File: src/rtl/ifetch_ctrl_if.sv
// Fetch-side bus bundle: instruction-memory port plus the decode handshake.
// A decode transfer happens on every rising edge where dec_valid && dec_ready; dec_valid never waits
// on dec_ready, and the head stays stable while dec_valid && !dec_ready unless the fetch unit is redirected.
interface ifetch_ctrl_if;
  logic [31:0] imem_addr;
  logic        imem_en;
  logic [31:0] imem_rd;
  logic        dec_valid;
  logic        dec_ready;
  logic [31:0] dec_instr;
  logic [31:0] dec_pc;

  modport master (
    output imem_addr, imem_en, dec_valid, dec_instr, dec_pc,
    input  imem_rd, dec_ready
  );

  modport slave (
    input  imem_addr, imem_en, dec_valid, dec_instr, dec_pc,
    output imem_rd, dec_ready
  );
endinterface

File: src/rtl/ifetch_ctrl.sv
// Instruction-fetch sequencer: owns the PC, reads a combinational imem, buffers {pc, instr} in a
// small FIFO toward decode, flushes on redirect and stops fetching after an EBREAK is enqueued.
module ifetch_ctrl #(
  parameter logic [31:0] RESET_PC = 32'h0000_0000,
  parameter int          QDEPTH   = 2,
  parameter int          CNT_W    = 32
) (
  input  logic              clk,
  input  logic              reset,
  input  logic              start,
  ifetch_ctrl_if.master     bus,
  input  logic              redirect_valid,
  input  logic [31:0]       redirect_pc,
  output logic              halted,
  output logic [CNT_W-1:0]  fetch_count,
  output logic [1:0]        state_dbg
);

  localparam int          AW       = $clog2(QDEPTH);
  localparam logic [AW:0] FULL_CNT = (AW+1)'(QDEPTH);
  localparam logic [31:0] EBREAK   = 32'h0010_0073;

  typedef enum logic [1:0] {
    S_IDLE   = 2'd0,
    S_RUN    = 2'd1,
    S_HALTED = 2'd2
  } state_t;

  state_t state;
  state_t state_nxt;

  logic [31:0] pc;
  logic [31:0] q_instr [QDEPTH];
  logic [31:0] q_pc    [QDEPTH];
  logic [AW:0] rd_ptr;
  logic [AW:0] wr_ptr;
  logic [AW:0] occupancy;
  logic [AW-1:0] rd_idx;
  logic [AW-1:0] wr_idx;

  logic empty;
  logic full;
  logic pop;
  logic push;
  logic is_ebreak;
  logic flush;

  // Pointers carry one extra bit so full and empty are distinguishable.
  assign occupancy = wr_ptr - rd_ptr;
  assign rd_idx    = rd_ptr[AW-1:0];
  assign wr_idx    = wr_ptr[AW-1:0];
  assign empty     = (occupancy == '0);
  assign full      = (occupancy == FULL_CNT);
  assign is_ebreak = (bus.imem_rd == EBREAK);
  assign flush     = redirect_valid;
  assign pop       = bus.dec_valid && bus.dec_ready;

  assign bus.imem_addr = pc;
  assign bus.dec_valid = !empty;
  assign bus.dec_instr = empty ? 32'h0 : q_instr[rd_idx];
  assign bus.dec_pc    = empty ? 32'h0 : q_pc[rd_idx];

  // ---------------- FSM: state register ----------------
  always_ff @(posedge clk or posedge reset) begin
    if (reset) begin
      state <= S_IDLE;
    end else begin
      state <= state_nxt;
    end
  end

  // ---------------- FSM: next state ----------------
  always_comb begin
    state_nxt = state;
    unique case (state)
      S_IDLE:   if (start) state_nxt = S_RUN;
      S_RUN:    if (push && is_ebreak) state_nxt = S_HALTED;
      S_HALTED: if (redirect_valid) state_nxt = S_RUN;
      default:  state_nxt = S_IDLE;
    endcase
  end

  // ---------------- FSM: outputs ----------------
  // A full FIFO still accepts a fetch when decode drains the head in the same cycle.
  always_comb begin
    push        = (state == S_RUN) && !redirect_valid && (!full || pop);
    bus.imem_en = push;
    halted      = (state == S_HALTED);
    state_dbg   = state;
  end

  // ---------------- PC ----------------
  always_ff @(posedge clk or posedge reset) begin
    if (reset) begin
      pc <= RESET_PC;
    end else if (flush) begin
      pc <= {redirect_pc[31:2], 2'b00};
    end else if (push && !is_ebreak) begin
      pc <= pc + 32'd4;
    end
  end

  // ---------------- FIFO pointers ----------------
  always_ff @(posedge clk or posedge reset) begin
    if (reset) begin
      rd_ptr <= '0;
      wr_ptr <= '0;
    end else if (flush) begin
      rd_ptr <= '0;
      wr_ptr <= '0;
    end else begin
      if (push) wr_ptr <= wr_ptr + (AW+1)'(1);
      if (pop)  rd_ptr <= rd_ptr + (AW+1)'(1);
    end
  end

  // ---------------- FIFO storage ----------------
  always_ff @(posedge clk or posedge reset) begin
    if (reset) begin
      for (int i = 0; i < QDEPTH; i++) begin
        q_instr[i] <= 32'h0;
        q_pc[i]    <= 32'h0;
      end
    end else if (push) begin
      q_instr[wr_idx] <= bus.imem_rd;
      q_pc[wr_idx]    <= pc;
    end
  end

  // ---------------- Handshake counter ----------------
  // A pop coinciding with a redirect belongs to a squashed stream and is not counted.
  always_ff @(posedge clk or posedge reset) begin
    if (reset) begin
      fetch_count <= '0;
    end else if (pop && !redirect_valid) begin
      fetch_count <= fetch_count + CNT_W'(1);
    end
  end

  // ---------------- Invariants ----------------
  a_en_only_run: assert property (@(posedge clk) disable iff (reset)
    bus.imem_en |-> (state == S_RUN));
  a_no_overflow: assert property (@(posedge clk) disable iff (reset)
    !(full && push && !pop));
  a_halt_no_fetch: assert property (@(posedge clk) disable iff (reset)
    halted |-> !bus.imem_en);

endmodule

File: src/flat_wrapper.sv
// flat-port wrapper written by rule: the top's interface ports become plain ports
module ifetch_ctrl_flat 
#(
  parameter logic [31:0] RESET_PC = 32'h0000_0000,
  parameter int          QDEPTH   = 2,
  parameter int          CNT_W    = 32
)
  (clk, reset, start, redirect_valid, redirect_pc, halted, fetch_count, state_dbg, bus_imem_addr, bus_imem_en, bus_dec_valid, bus_dec_instr, bus_dec_pc, bus_imem_rd, bus_dec_ready);
  ifetch_ctrl_if bus_i ();
  input  logic clk;
  input  logic reset;
  input  logic start;
  input  logic redirect_valid;
  input  logic [31:0] redirect_pc;
  output logic halted;
  output logic [CNT_W-1:0] fetch_count;
  output logic [1:0] state_dbg;
  output wire logic [$bits(bus_i.imem_addr)-1:0] bus_imem_addr;
  output wire logic [$bits(bus_i.imem_en)-1:0] bus_imem_en;
  output wire logic [$bits(bus_i.dec_valid)-1:0] bus_dec_valid;
  output wire logic [$bits(bus_i.dec_instr)-1:0] bus_dec_instr;
  output wire logic [$bits(bus_i.dec_pc)-1:0] bus_dec_pc;
  input wire logic [$bits(bus_i.imem_rd)-1:0] bus_imem_rd;
  input wire logic [$bits(bus_i.dec_ready)-1:0] bus_dec_ready;
  assign bus_imem_addr = bus_i.imem_addr;
  assign bus_imem_en = bus_i.imem_en;
  assign bus_dec_valid = bus_i.dec_valid;
  assign bus_dec_instr = bus_i.dec_instr;
  assign bus_dec_pc = bus_i.dec_pc;
  assign bus_i.imem_rd = bus_imem_rd;
  assign bus_i.dec_ready = bus_dec_ready;
  ifetch_ctrl #(.RESET_PC(RESET_PC), .QDEPTH(QDEPTH), .CNT_W(CNT_W)) u_core (.clk(clk), .reset(reset), .start(start), .bus(bus_i), .redirect_valid(redirect_valid), .redirect_pc(redirect_pc), .halted(halted), .fetch_count(fetch_count), .state_dbg(state_dbg));
endmodule
File: config.mk
export PLATFORM = sky130hd
export DESIGN_NAME = ifetch_ctrl_flat
export DESIGN_NICKNAME = d
export VERILOG_FILES = /design/src/rtl/ifetch_ctrl_if.sv /design/src/rtl/ifetch_ctrl.sv /design/src/flat_wrapper.sv
export SDC_FILE = /design/constraint.sdc
export NUM_CORES = 1
export LEC_CHECK = 0
export ABC_AREA = 1
export CORE_AREA = 8 8 161 163
export CTS_CLUSTER_DIAMETER = 30
export DETAILED_ROUTE_END_ITERATION = 8
export DIE_AREA = 0 0 169 171
export GPL_TIMING_DRIVEN = 0
export PLACE_DENSITY = 0.79
export SETUP_SLACK_MARGIN = 0.4
export SLEW_MARGIN = 10
export SYNTH_ARGS = -nofsm -noshare
export SYNTH_HDL_FRONTEND = slang
export SYNTH_SLANG_ARGS = --single-unit
File: constraint.sdc
create_clock -name clk -period 6.3 [get_ports clk]
set_clock_uncertainty 0.05 [all_clocks]
set_input_delay 1.26 -clock clk [delete_from_list [all_inputs] [get_ports clk]]
set_output_delay 1.26 -clock clk [all_outputs]
set_load 0.005 [all_outputs]
Yosys cells after proc, flatten, opt, wreduce, memory -nomap -nowiden
Index checks and enable logic that the tools add are counted.

Register bits after elaboration: 198. Input port bits: 69. Output and inout port bits: 133. Logic and storage cells: 66.

$add $sub $neg: 5. Magnitude comparators: 3. Equal/unequal tests: 7. Muxes and demuxes: 22. Bitwise gates (word level): 2. Reductions and logical operators: 18.

Operators with widths (count): 32-bit two-way mux (11); 64-bit bitwise mux (2); 32-bit by 1-bit adder with 32-bit output (second input constant) (1); 32-bit by 3-bit adder with 32-bit output (second input constant) (1); 32-bit demux with 1-bit select (1); 32-bit by 21-bit equality test with 1-bit output (second input constant) (1); 2-bit two-way mux (7); 1-bit logical AND (7); 2-bit case mux with 3 select lines (1); 2-bit nonzero test (3); 2-bit by 1-bit adder with 2-bit output (second input constant) (2); 2-bit equality test (second input constant) (2); 2-bit >= comparator (second input constant) (2); 1-bit logical NOT (4); 2-bit logical NOT (2); 2-bit != test (second input constant) (2); 1-bit NOT with 2-bit output (2); 3-bit AND reduction (1); 2-bit by 1-bit equality test with 1-bit output (second input constant) (1); 2-bit by 1-bit < comparator with 1-bit output (second input constant) (1); 2-bit by 1-bit != test with 1-bit output (second input constant) (1); 2-bit subtractor (1); 1-bit logical OR (1).

Logic depth before layout (Yosys ltp)
Gate-level depths: netlist (run 1).

Word-level depth: 9. Mapped depth: 12. Depth with buffers taken out: 11.

Worst setup path after synthesis (run 1)
Ideal clock, no wire load.

Path type: input port to output port. From: input port redirect_valid. To: output port bus_imem_en. Arrival: 1.644 ns. Data required time: 4.990 ns. Path slack: 3.346 ns. Stages: 2. Path buffers: 0. Cell sequence: nor2_1 -> a21boi_2.

Word-level cells in the longest chain between the ends: 3.

Ends and longest elaborated chain: start: declaration (RTL line flat_wrapper.sv:13) `input logic redirect_valid;`; 1-bit logical NOT (RTL line ifetch_ctrl.sv:86) `push = (state == S_RUN) && !redirect_valid && (!full || pop);`; 1-bit logical AND (2 in series) (RTL line ifetch_ctrl.sv:86); end: declaration (RTL line flat_wrapper.sv:19) `output wire logic [$bits(bus_i.imem_en)-1:0] bus_imem_en;`.

Every way passes these cells.

Worst setup path in the final report (run 1)
From: register u_core.rd_ptr[0]. To: output port bus_dec_pc[7].

Word-level cells in the longest chain between the ends: 5. Elaborated cells between the ends (all ways): 7. Classes of those cells: 1 x add/sub; 4 x mux; 1 x bitwise; 1 x reduce/logical.

Ends and longest elaborated chain: start: declaration (RTL line ifetch_ctrl.sv:35) `logic [AW:0] rd_ptr;`; start signal: assignment (RTL line ifetch_ctrl.sv:113) `if (pop) rd_ptr <= rd_ptr + (AW+1)'(1);`; branches (longest 4 deep; another with 2-bit subtractor); 32-bit two-way mux (*) (RTL line ifetch_ctrl.sv:61) `assign bus.dec_pc = empty ? 32'h0 : q_pc[rd_idx];`; end: declaration (RTL line flat_wrapper.sv:22) `output wire logic [$bits(bus_i.dec_pc)-1:0] bus_dec_pc;`.

Mark *: on every way between the ends. The select of a mux whose other input is x is not followed.

==> results.ini, run 1 <==
[outcome]
status = completed

[drt]
wl_per_cell_um = 17.0
wl_mm = 34.3
ant_nets = 0
dr.pass1.iters = 7
route.vias.total = 10487
drtIter0Drc = 784
viasPerCell = 5.20
drcViolationCount = 0

[pwr]
p_sw_mw = 1.78
pwr_density_cell_nw_per_um2 = 359
power_frac_comb_pct = 38.0
power_frac_seq_pct = 40.0
p_leak_nw = 6.20
power.share.clock_pct = 21.9
switching_share_pct = 37.1
ir_drop_uv = 167
internal_power_mw = 3.03

[flow_run]
drv_cap = 0

[sta]
max_slew_margin_pct = 48.5
tns_ns = 0
finalCriticalPeriod_ns = 4.33
fin_hold_ws_ns = 0.436
max_freq_mhz = 231
slew_violations = 0
worstMarginPinSlew_ns = 0.773
rsz0062_at_grt = false
hold_violations = 0
fin_crit_sh_pct = 68.8
setup_viol = 0

[clocking]
hold_buffers = 0
post-cts-setup-buffer-count = 0
cts.path.max_buffers = 2
h-tree-depth = 4
root_buffer = clkbuf_16
cts_tree = built
numCtsBuffers = 17
cts.clk_slew.worst_paths_ns = 0.07
cts_sinks = 192
cts_resized = 0
clk_latency_ns = 0.44

[critical_path]
crit_required_ns = 4.99
crit_fanout = 10
start_kind = flip-flop
criticalPathCategory = reg -> out
end_kind = primary output
critPathArrivalTime_ns = 3.02

[placed_design]
place_hpwl_mm = 26.3
portBuffers = 195
dp_cells = 1983
placed_cell_area_um2 = 12800
gp_congestion = 0.951

[final_layout]
fin_area_um2 = 13400
synthToLayoutAreaGrowth_pct = 29.7
layout-drive-gt1-share_pct = 4.95
final_cell_mix = nand2_1 (580), clkdlybuf4s50_1 (195), dfrtp_1 (192), nor2_1 (162), inv_1 (114)
stdcell_count = 2016
final_common_cell = nand2_1
nNetsFinal = 1754

[global_route]
grt_pass1_vias = 10318
grt_pass1_wl_mm = 55.0
grt.total_usage_pct = 23.9
antenna_found_initial = 1
grt_max_degree = 39
grt_overflow_total = 0

[synth]
async_reset_ff_share_pct = 100
syn_area_um2 = 10300
seq_area_frac_synth_pct = 46.6
yosys_warnings = 0
yosysUniqueCellTypes = 30
synth-edff-count = 0
synthFlopType = dfrtp_1
synth.avg_cell_area_um2 = 7.07
synth-seq-cells = 192
postSynthCellCount = 1460

[die]
std_cell_rows = 56
ios = 202
fp.dieW_um = 169
core_um2 = 23300
dieArea_um2 = 28900
start_util_pct = 44.4
die_h_um = 171

[worst_hold_path]
hp-class = reg -> reg

-- kinds of logic (layout without fill, tap and decap cells) --
logic type      Yosys count  after routing  share of synthesized area [%]
fa+ha+maj                 2              2                          0.242
other cells               1              5                         0.0363
compound gates          214            214                           11.2
buf+inv                 186            419                           7.66
flops                   192            192                           46.6
xor+xnor                 19             19                           1.69
simple gates            846            846                           32.6
-- power groups by stage --
stage	Combinational, mW	Clock [mW]	Sequential [mW]
2_1_floorplan	0.942	0	1.86
6_report	1.83	1.06	1.92
5_1_grt	2.04	1.12	1.97
3_3_place_gp	1.78	0	1.92
4_1_cts	1.84	1.06	1.91
3_5_place_dp	1.83	0	1.93
-- path summary, 6_finish.rpt --
check	startpoint	endpoint	slack (ns)	depth (start not counted)
max in group asynchronous	reset	u_core.q_pc[37]	3.91	6
hold / removal	u_core.q_instr[9]	u_core.q_instr[9]	0.44	2
hold reg to reg	u_core.q_instr[9]	u_core.q_instr[9]	0.44	2
min in group asynchronous	reset	u_core.fetch_count[13]	1.12	2
setup reg to reg	u_core.fetch_count[0]	u_core.fetch_count[16]	4.14	7
setup / recovery	u_core.rd_ptr[0]	bus_dec_pc[7]	1.97	6
-- worst max-delay path, stage by stage (launching register included) --
cell and delay (ns):
dfrtp_1 0.32, buf_2 0.20, buf_1 0.59, buf_1 0.51, nand2_1 0.10, a21oi_1 0.29, clkdlybuf4s50_1 0.58
-- per-stage QoR --
step	total power, mW	util (%)	setup slack [ns]
finish	4.81	57.6	1.97
global route	5.12	57.6	1.88
CTS	4.82	57.5	2.01
detailed placement	3.76	55.1	2.29
global placement	3.70	54.5	0.942
floorplan	2.80	-	2.51
-- cells in the mapped netlist (17+ instances only) --
cell type	instances	area share (%)
buf_2	17	0.82
nor2_1	162	5.9
nand2_1	580	21
a21oi_1	65	3.2
dfrtp_1	192	47
o21ai_0	81	3.9
clkbuf_1	31	1.1
o21ai_1	35	1.7
o21a_1	29	2.1
inv_1	115	4.2
nand3_1	61	3.0
-- cell type report --
class / instances / area [µm²]
antenna: 1 / 2.50
buffer: 68 / 348
clock buffer: 18 / 439
clock inverter: 14 / 125
fill: 2183 / 9870
inverter: 118 / 447
multi-input combinational: 1085 / 4740
sequential: 192 / 4800
tap: 319 / 399
timing repair buffer: 201 / 2090
-- registers in the layout, indices dropped and copies added, names as in the netlist --
register              cells
u_core.rd_ptr             2
u_core.wr_ptr             2
u_core.state_dbg          2
u_core.bus.imem_addr     30
u_core.fetch_count       32
u_core.q_pc              60
u_core.q_instr           64
-- per-layer routing --
metal | vias up | GRT usage (%) | part of all wire (%)
li1 | 5017 | - | -
met1 | 4962 | 29.7 | 42
met2 | 432 | 39.9 | 47
met3 | 76 | 4.86 | 6.8
met4 | 0 | 10.5 | 3.4
met5 | - | 0 | 0
Note: power is estimated with default switching activity, not from simulation.
==> run 2, diff against run 1 <==
PLACE_DENSITY = 0.76   (was 0.79)
clock period = 4.4 ns   (was 6.3 ns; I/O delays follow)
==> run 2 against run 1 <==
Net effect: cell area decreased by 0.14%; count of clock-buffer cells in the layout did not move; critical path depth increased by 1; first-iteration DRC count up 14%; core utilization is 0.081 points lower; sequential power rose by 43%; via count is 1.3% lower; critical path type unchanged.
==> results.ini, run 2 (synthesized netlist as in run 1, its figures left out) <==
[final_layout]
reg_top3 = u_core.q_instr x64, u_core.q_pc x60, u_core.fetch_count x32
final_common_cell = nand2_1
final_cell_mix = nand2_1 (580), clkdlybuf4s50_1 (195), dfrtp_1 (192), nor2_1 (162), inv_1 (114)
diodes = 0  ; -1
nNetsFinal = 1753  ; -0.057%
synthToLayoutAreaGrowth_pct = 29.5
fin_area_um2 = 13400  ; -0.14%
largest_reg_flops = 64  ; unchanged
nFillCells = 2248  ; +3.0%
utilization_pct = 57.5  ; -0.081 points
top_register = u_core.q_instr
layout-drive-gt1-share_pct = 4.96  ; about the same
stdcell_count = 2014  ; -0.099%

[drt]
drtIter0Drc = 896  ; +14%
dr.pass1.iters = 5  ; -2
ant_nets = 0  ; unchanged
wl_mm = 34.8  ; +1.3%
wl_per_cell_um = 17.3  ; +1.4%
route.met3.wl_mm = 2.34  ; +0.77%
dr_wl_met2_mm = 16.4  ; +0.78%
drcViolationCount = 0  ; unchanged
highest_layer = met4
route.vias.total = 10353  ; -1.3%
viasPerCell = 5.14  ; -1.2%
drt-met1-wl_mm = 15.1  ; +3.3%

[critical_path]
critPathArrivalTime_ns = 2.76  ; -0.26 ns
end_kind = primary output
crit_fanout = 10  ; unchanged
crit_required_ns = 3.47  ; -1.52 ns
criticalPathCategory = reg -> out
rr_startpoint = u_core.fetch_count[0]
regToRegSetupSlack_ns = 2.15  ; -1.99 ns
start_kind = flip-flop
crit_start = u_core.rd_ptr[0]

[die]
fp.dieW_um = 169  ; unchanged
start_util_pct = 44.4  ; unchanged
die_h_um = 171  ; unchanged
ios = 202  ; unchanged
dieArea_um2 = 28900  ; unchanged
std_cell_rows = 56  ; unchanged
core_um2 = 23300  ; unchanged

[pwr]
ir_drop_uv = 264  ; +59%
pwr_density_cell_nw_per_um2 = 517  ; +44%
finalPower_mw = 6.92  ; +44%
switching_share_pct = 37.2  ; +0.12 points
p_sw_mw = 2.57  ; +44%
power_frac_seq_pct = 39.7  ; -0.3 points
internal_power_mw = 4.34  ; +44%
power_frac_comb_pct = 37.9  ; about the same
power.share.clock_pct = 22.4  ; +0.5 points
p_leak_nw = 6.20  ; about the same

[worst_hold_path]
hp-class = reg -> reg
hp-start = u_core.q_pc[30]

[sta]
worstMarginPinSlew_ns = 0.659  ; -0.114 ns
fin_crit_sh_pct = 83.9
fin_ws_ns = 0.710  ; -1.26 ns
max_freq_mhz = 271
max_slew_margin_pct = 56.1  ; +7.6 points
setup_viol = 0  ; unchanged
hold_violations = 0  ; unchanged
finalCriticalPeriod_ns = 3.69
fin_hold_ws_ns = 0.437  ; +0.000843 ns
slew_violations = 0  ; unchanged
tns_ns = 0  ; unchanged
rsz0062_at_grt = false

[placed_design]
placed_cell_area_um2 = 12800  ; -0.27%
dpl_worst_slack_ns = 1.00  ; -1.28 ns
place_hpwl_mm = 26.5  ; +0.65%
portBuffers = 195  ; unchanged
dp_cells = 1982  ; -0.050%
gp_congestion = 0.966  ; +1.5%

[clocking]
post-cts-setup-buffer-count = 0  ; unchanged
cts_tree = built
clk_latency_ns = 0.44  ; about the same
root_buffer = clkbuf_16
cts.clk_slew.worst_paths_ns = 0.07  ; about the same
numCtsBuffers = 17  ; unchanged
cts.path.max_buffers = 2  ; unchanged
cts_sinks = 192  ; unchanged
h-tree-depth = 4  ; unchanged

[flow_run]
drv_cap = 0  ; unchanged

[global_route]
grt_max_degree = 39  ; unchanged
grt.total_usage_pct = 24.0  ; +0.12 points
grt_pass1_wl_mm = 54.6  ; -0.64%
antenna_found_initial = 0  ; -1
grt_pass1_vias = 10071  ; -2.4%
grt_overflow_total = 0  ; unchanged

[outcome]
status = completed

run 2: area by class of cell:
| type | count | area [µm²] | share of cell area, % |
|---|---|---|---|
| Sequential cell | 192 | 4800 | 35.9 |
| Multi-Input combinational cell | 1085 | 4740 | 35.4 |
| Timing Repair Buffer | 200 | 2050 | 15.3 |
| Inverter | 118 | 447 | 3.34 |
| Clock buffer | 18 | 439 | 3.28 |
| Tap cell | 319 | 399 | 2.99 |
| Buffer | 68 | 349 | 2.61 |
| Clock inverter | 14 | 143 | 1.07 |
run 2: power groups by stage:
stage                     clock [mW]  sequential [mW]  combinational, mW
after floorplan                    0             2.66               1.35
after global placement             0             2.75               2.57
after detailed placement           0             2.77               2.62
after CTS                       1.57             2.74               2.64
after global routing            1.63             2.82               2.91
final                           1.55             2.75               2.62
run 2: final timing paths:
kind                                      endpoint  depth (start not counted)
max in group asynchronous  u_core.bus.imem_addr[5]                          5
min in group asynchronous   u_core.fetch_count[11]                          2
min                                u_core.q_pc[30]                          2
max reg2reg                 u_core.fetch_count[16]                          7
max                                  bus_dec_pc[6]                          7
min reg2reg                        u_core.q_pc[30]                          2
run 2: per-layer routing:
metal  vias to the layer above  GRT usage, %
met5                         -             0
met4                         0          9.00
met3                        57          4.93
met2                       391          39.6
met1                      4878          30.9
li1                       5027             -
run 2: critical path: stages, from the launching register on:
cell,delay [ns]
dfrtp_1,0.35
buf_2,0.19
xnor2_2,0.25
nand2_2,0.14
inv_2,0.22
clkbuf_1,0.52
a21oi_1,0.16
clkdlybuf4s50_1,0.49
run 2: timing repair:
action                                  CTS  global route
endpoints found under the setup margin    0             1
hold buffers                              0             0
hold endpoints to repair                  0             0
gates resized for setup                   0             1
==> run 3, diff against run 2 <==
PLACE_DENSITY = 0.79   (was 0.76)
clock period = 3.3 ns   (was 4.4 ns; I/O delays follow)
==> run 3 against run 2 <==
Net effect: wire length shrank 0.35%; combinational power grew 35%; critical path depth shrank 1; count of clock-buffer cells in the layout is the same; core utilization grew 0.76 points; sequential share of layout area shrank 0.46 points; non-clock buffer count grew 2; clock power grew 30%; cell area grew 1.3%; global-route usage is essentially flat; first-iteration DRC count shrank 19%; register-to-register slack lost 1.0 ns; critical path type unchanged; largest cell class unchanged; highest routed layer unchanged.
==> results.ini, run 3 (synthesized netlist as in run 1, its figures left out) <==
[final_layout]
final_cell_mix = nand2_1 (580), dfrtp_1 (191), nor2_1 (159), clkdlybuf4s50_1 (154), inv_1 (114)
multi_input_area_um2 = 4800  ; +1.3%
reg_top3 = u_core.q_instr x64, u_core.q_pc x60, u_core.fetch_count x32
area.sequential_um2 = 4810  ; about the same
nNetsFinal = 1755  ; +0.11%
synthToLayoutAreaGrowth_pct = 31.3
utilization_pct = 58.2  ; +0.76 points
largest_reg_flops = 64  ; unchanged
final_common_cell = nand2_1
top_register = u_core.q_instr
nFillCells = 2172  ; -3.4%
stdcell_count = 2016  ; +0.099%
layout-drive-gt1-share_pct = 6.89  ; +1.9 points
diodes = 0  ; unchanged

[global_route]
grt_overflow_total = 0  ; unchanged
grt_pass1_wl_mm = 55.3  ; +1.2%
antenna_found_initial = 0  ; unchanged
grt.total_usage_pct = 24.1  ; about the same
grt_pass1_vias = 10384  ; +3.1%
grt_max_degree = 39  ; unchanged

[critical_path]
critPathArrivalTime_ns = 2.13  ; -0.63 ns
path_buf_inv = 4  ; unchanged
end_kind = primary output
cpPeakStageDelay_ns = 0.52  ; about the same
criticalPathCategory = reg -> out
path_cells = buf_4 > buf_6 > clkbuf_4 > nand2_1 > a21oi_2 > clkdlybuf4s50_1
worst_r2r_endpoint = u_core.bus.imem_addr[14]
rr_worst_depth = 10  ; +3
regToRegSetupSlack_ns = 1.14  ; -1.01 ns
start_kind = flip-flop
critPathTopFamily = buffers and inverters
crit_required_ns = 2.59  ; -0.88 ns
rr_startpoint = u_core.bus.imem_addr[9]
crit_fanout = 10  ; unchanged
cp_slowest_cell = clkdlybuf4s50_1

[clocking]
numCtsBuffers = 17  ; unchanged
cts.clk_slew.worst_paths_ns = 0.07  ; about the same
cts_sinks = 192  ; unchanged
h-tree-depth = 4  ; unchanged
clk_latency_ns = 0.44  ; about the same
cts_tree = built
root_buffer = clkbuf_16
hold_buffers = 0  ; unchanged
cts.path.max_buffers = 2  ; unchanged

[pwr]
ir_drop_uv = 318  ; +20%
power_frac_comb_pct = 38.3  ; +0.4 points
p_sw_mw = 3.46  ; +34%
switching_share_pct = 37.5  ; +0.26 points
p_leak_nw = 6.53  ; +5.3%
power_frac_seq_pct = 39.9  ; +0.2 points
internal_power_mw = 5.76  ; +33%
power.share.clock_pct = 21.8  ; -0.6 points
pwr_density_cell_nw_per_um2 = 680  ; +32%

[placed_design]
place_hpwl_mm = 26.3  ; -0.65%
dpl_worst_slack_ns = 0.100  ; -0.903 ns
portBuffers = 195  ; unchanged
dp_cells = 1983  ; +0.050%
gp_congestion = 0.951  ; -1.5%

[drt]
drtIter0Drc = 726  ; -19%
wl_per_cell_um = 17.2  ; -0.45%
wl_mm = 34.7  ; -0.35%
dr.pass1.iters = 6  ; +1
drcViolationCount = 0  ; unchanged
ant_nets = 0  ; unchanged
viasPerCell = 5.25  ; +2.2%
route.vias.total = 10592  ; +2.3%

[sta]
fin_ws_ns = 0.461  ; -0.249 ns
max_slew_margin_pct = 53.2  ; -2.8 points
worstMarginPinSlew_ns = 0.701  ; +0.0427 ns
rsz0062_at_grt = true
fin_crit_sh_pct = 86.0
setup_viol = 0  ; unchanged
slew_violations = 0  ; unchanged
max_freq_mhz = 352
finalCriticalPeriod_ns = 2.84
hold_violations = 0  ; unchanged

[worst_hold_path]
hp-start = u_core.q_instr[9]
whs_path_depth = 2  ; unchanged
min_to = u_core.q_instr[9]
hp-class = reg -> reg

[die]
start_util_pct = 44.4  ; unchanged
ios = 202  ; unchanged
die_h_um = 171  ; unchanged
dieArea_um2 = 28900  ; unchanged
fp.dieW_um = 169  ; unchanged
core_um2 = 23300  ; unchanged
std_cell_rows = 56  ; unchanged

[outcome]
status = completed

[flow_run]
drv_cap = 0  ; unchanged

==> run 3: power groups by stage <==
stage / Sequential, mW / Clock [mW] / Combinational, mW
global placement: 3.66 / 0 / 3.40
global route: 3.76 / 2.13 / 3.92
finish: 3.68 / 2.01 / 3.53
detailed placement: 3.69 / 0 / 3.50
floorplan: 3.55 / 0 / 1.80
CTS: 3.66 / 2.03 / 3.56
==> run 3: cell type report <==
cell class                      count  area share (%)
Buffer                             68            3.30
Tap cell                          319            2.95
Inverter                          118            3.33
Clock buffer                       18            3.24
Clock inverter                     14           0.924
Sequential cell                   192            35.5
Timing Repair Buffer              202            15.4
Multi-Input combinational cell   1085            35.4
==> run 3: timing repair <==
action | 4_1_cts | 5_1_grt
gates resized for setup | 85 | 19
setup buffers | 1 | 0
setup endpoints to repair | 62 | 31
pin swaps | 1 | 2
==> run 3: tightest hold or removal path, stage by stage, from the launching register on <==
cell     delay [ns]
dfrtp_1        0.35
nand2_1        0.05
o21ai_0        0.05
==> run 3: worst max path at each step <==
stage / startpoint / to / slack, ns / cells after the start
finish: u_core.rd_ptr[0] / bus_dec_instr[20] / 0.46 / 6
global route: u_core.rd_ptr[0] / bus_dec_instr[20] / 0.38 / 6
CTS: u_core.rd_ptr[0] / bus_dec_pc[7] / 0.32 / 7
detailed placement: u_core.rd_ptr[0] / bus_dec_pc[7] / 0.10 / 6
global placement: reset / u_core.bus.imem_addr[18] / -1.46 / 2
floorplan: reset / u_core.bus.imem_addr[10] / 0.11 / 1
==> run 3: metal layers <==
layer  part of all wire [%]  up-vias  track usage (%)
met5                      0        -                0
met2                     48      458             40.4
li1                       -     5026                -
met1                     42     5034             29.8
met4                    3.3        0             10.9
met3                    7.1       74             4.49
==> run 3: per-stage QoR <==
stage	hold WS (ns)	TNS, ns	power [mW]	instance area [µm²]
after floorplan	0.399	0	5.35	10300
after global placement	0.412	-277.81	7.07	12700
after detailed placement	0.419	0	7.19	12800
after CTS	0.439	0	9.25	13500
after global routing	0.450	0	9.81	13500
final	0.437	0	9.22	13500
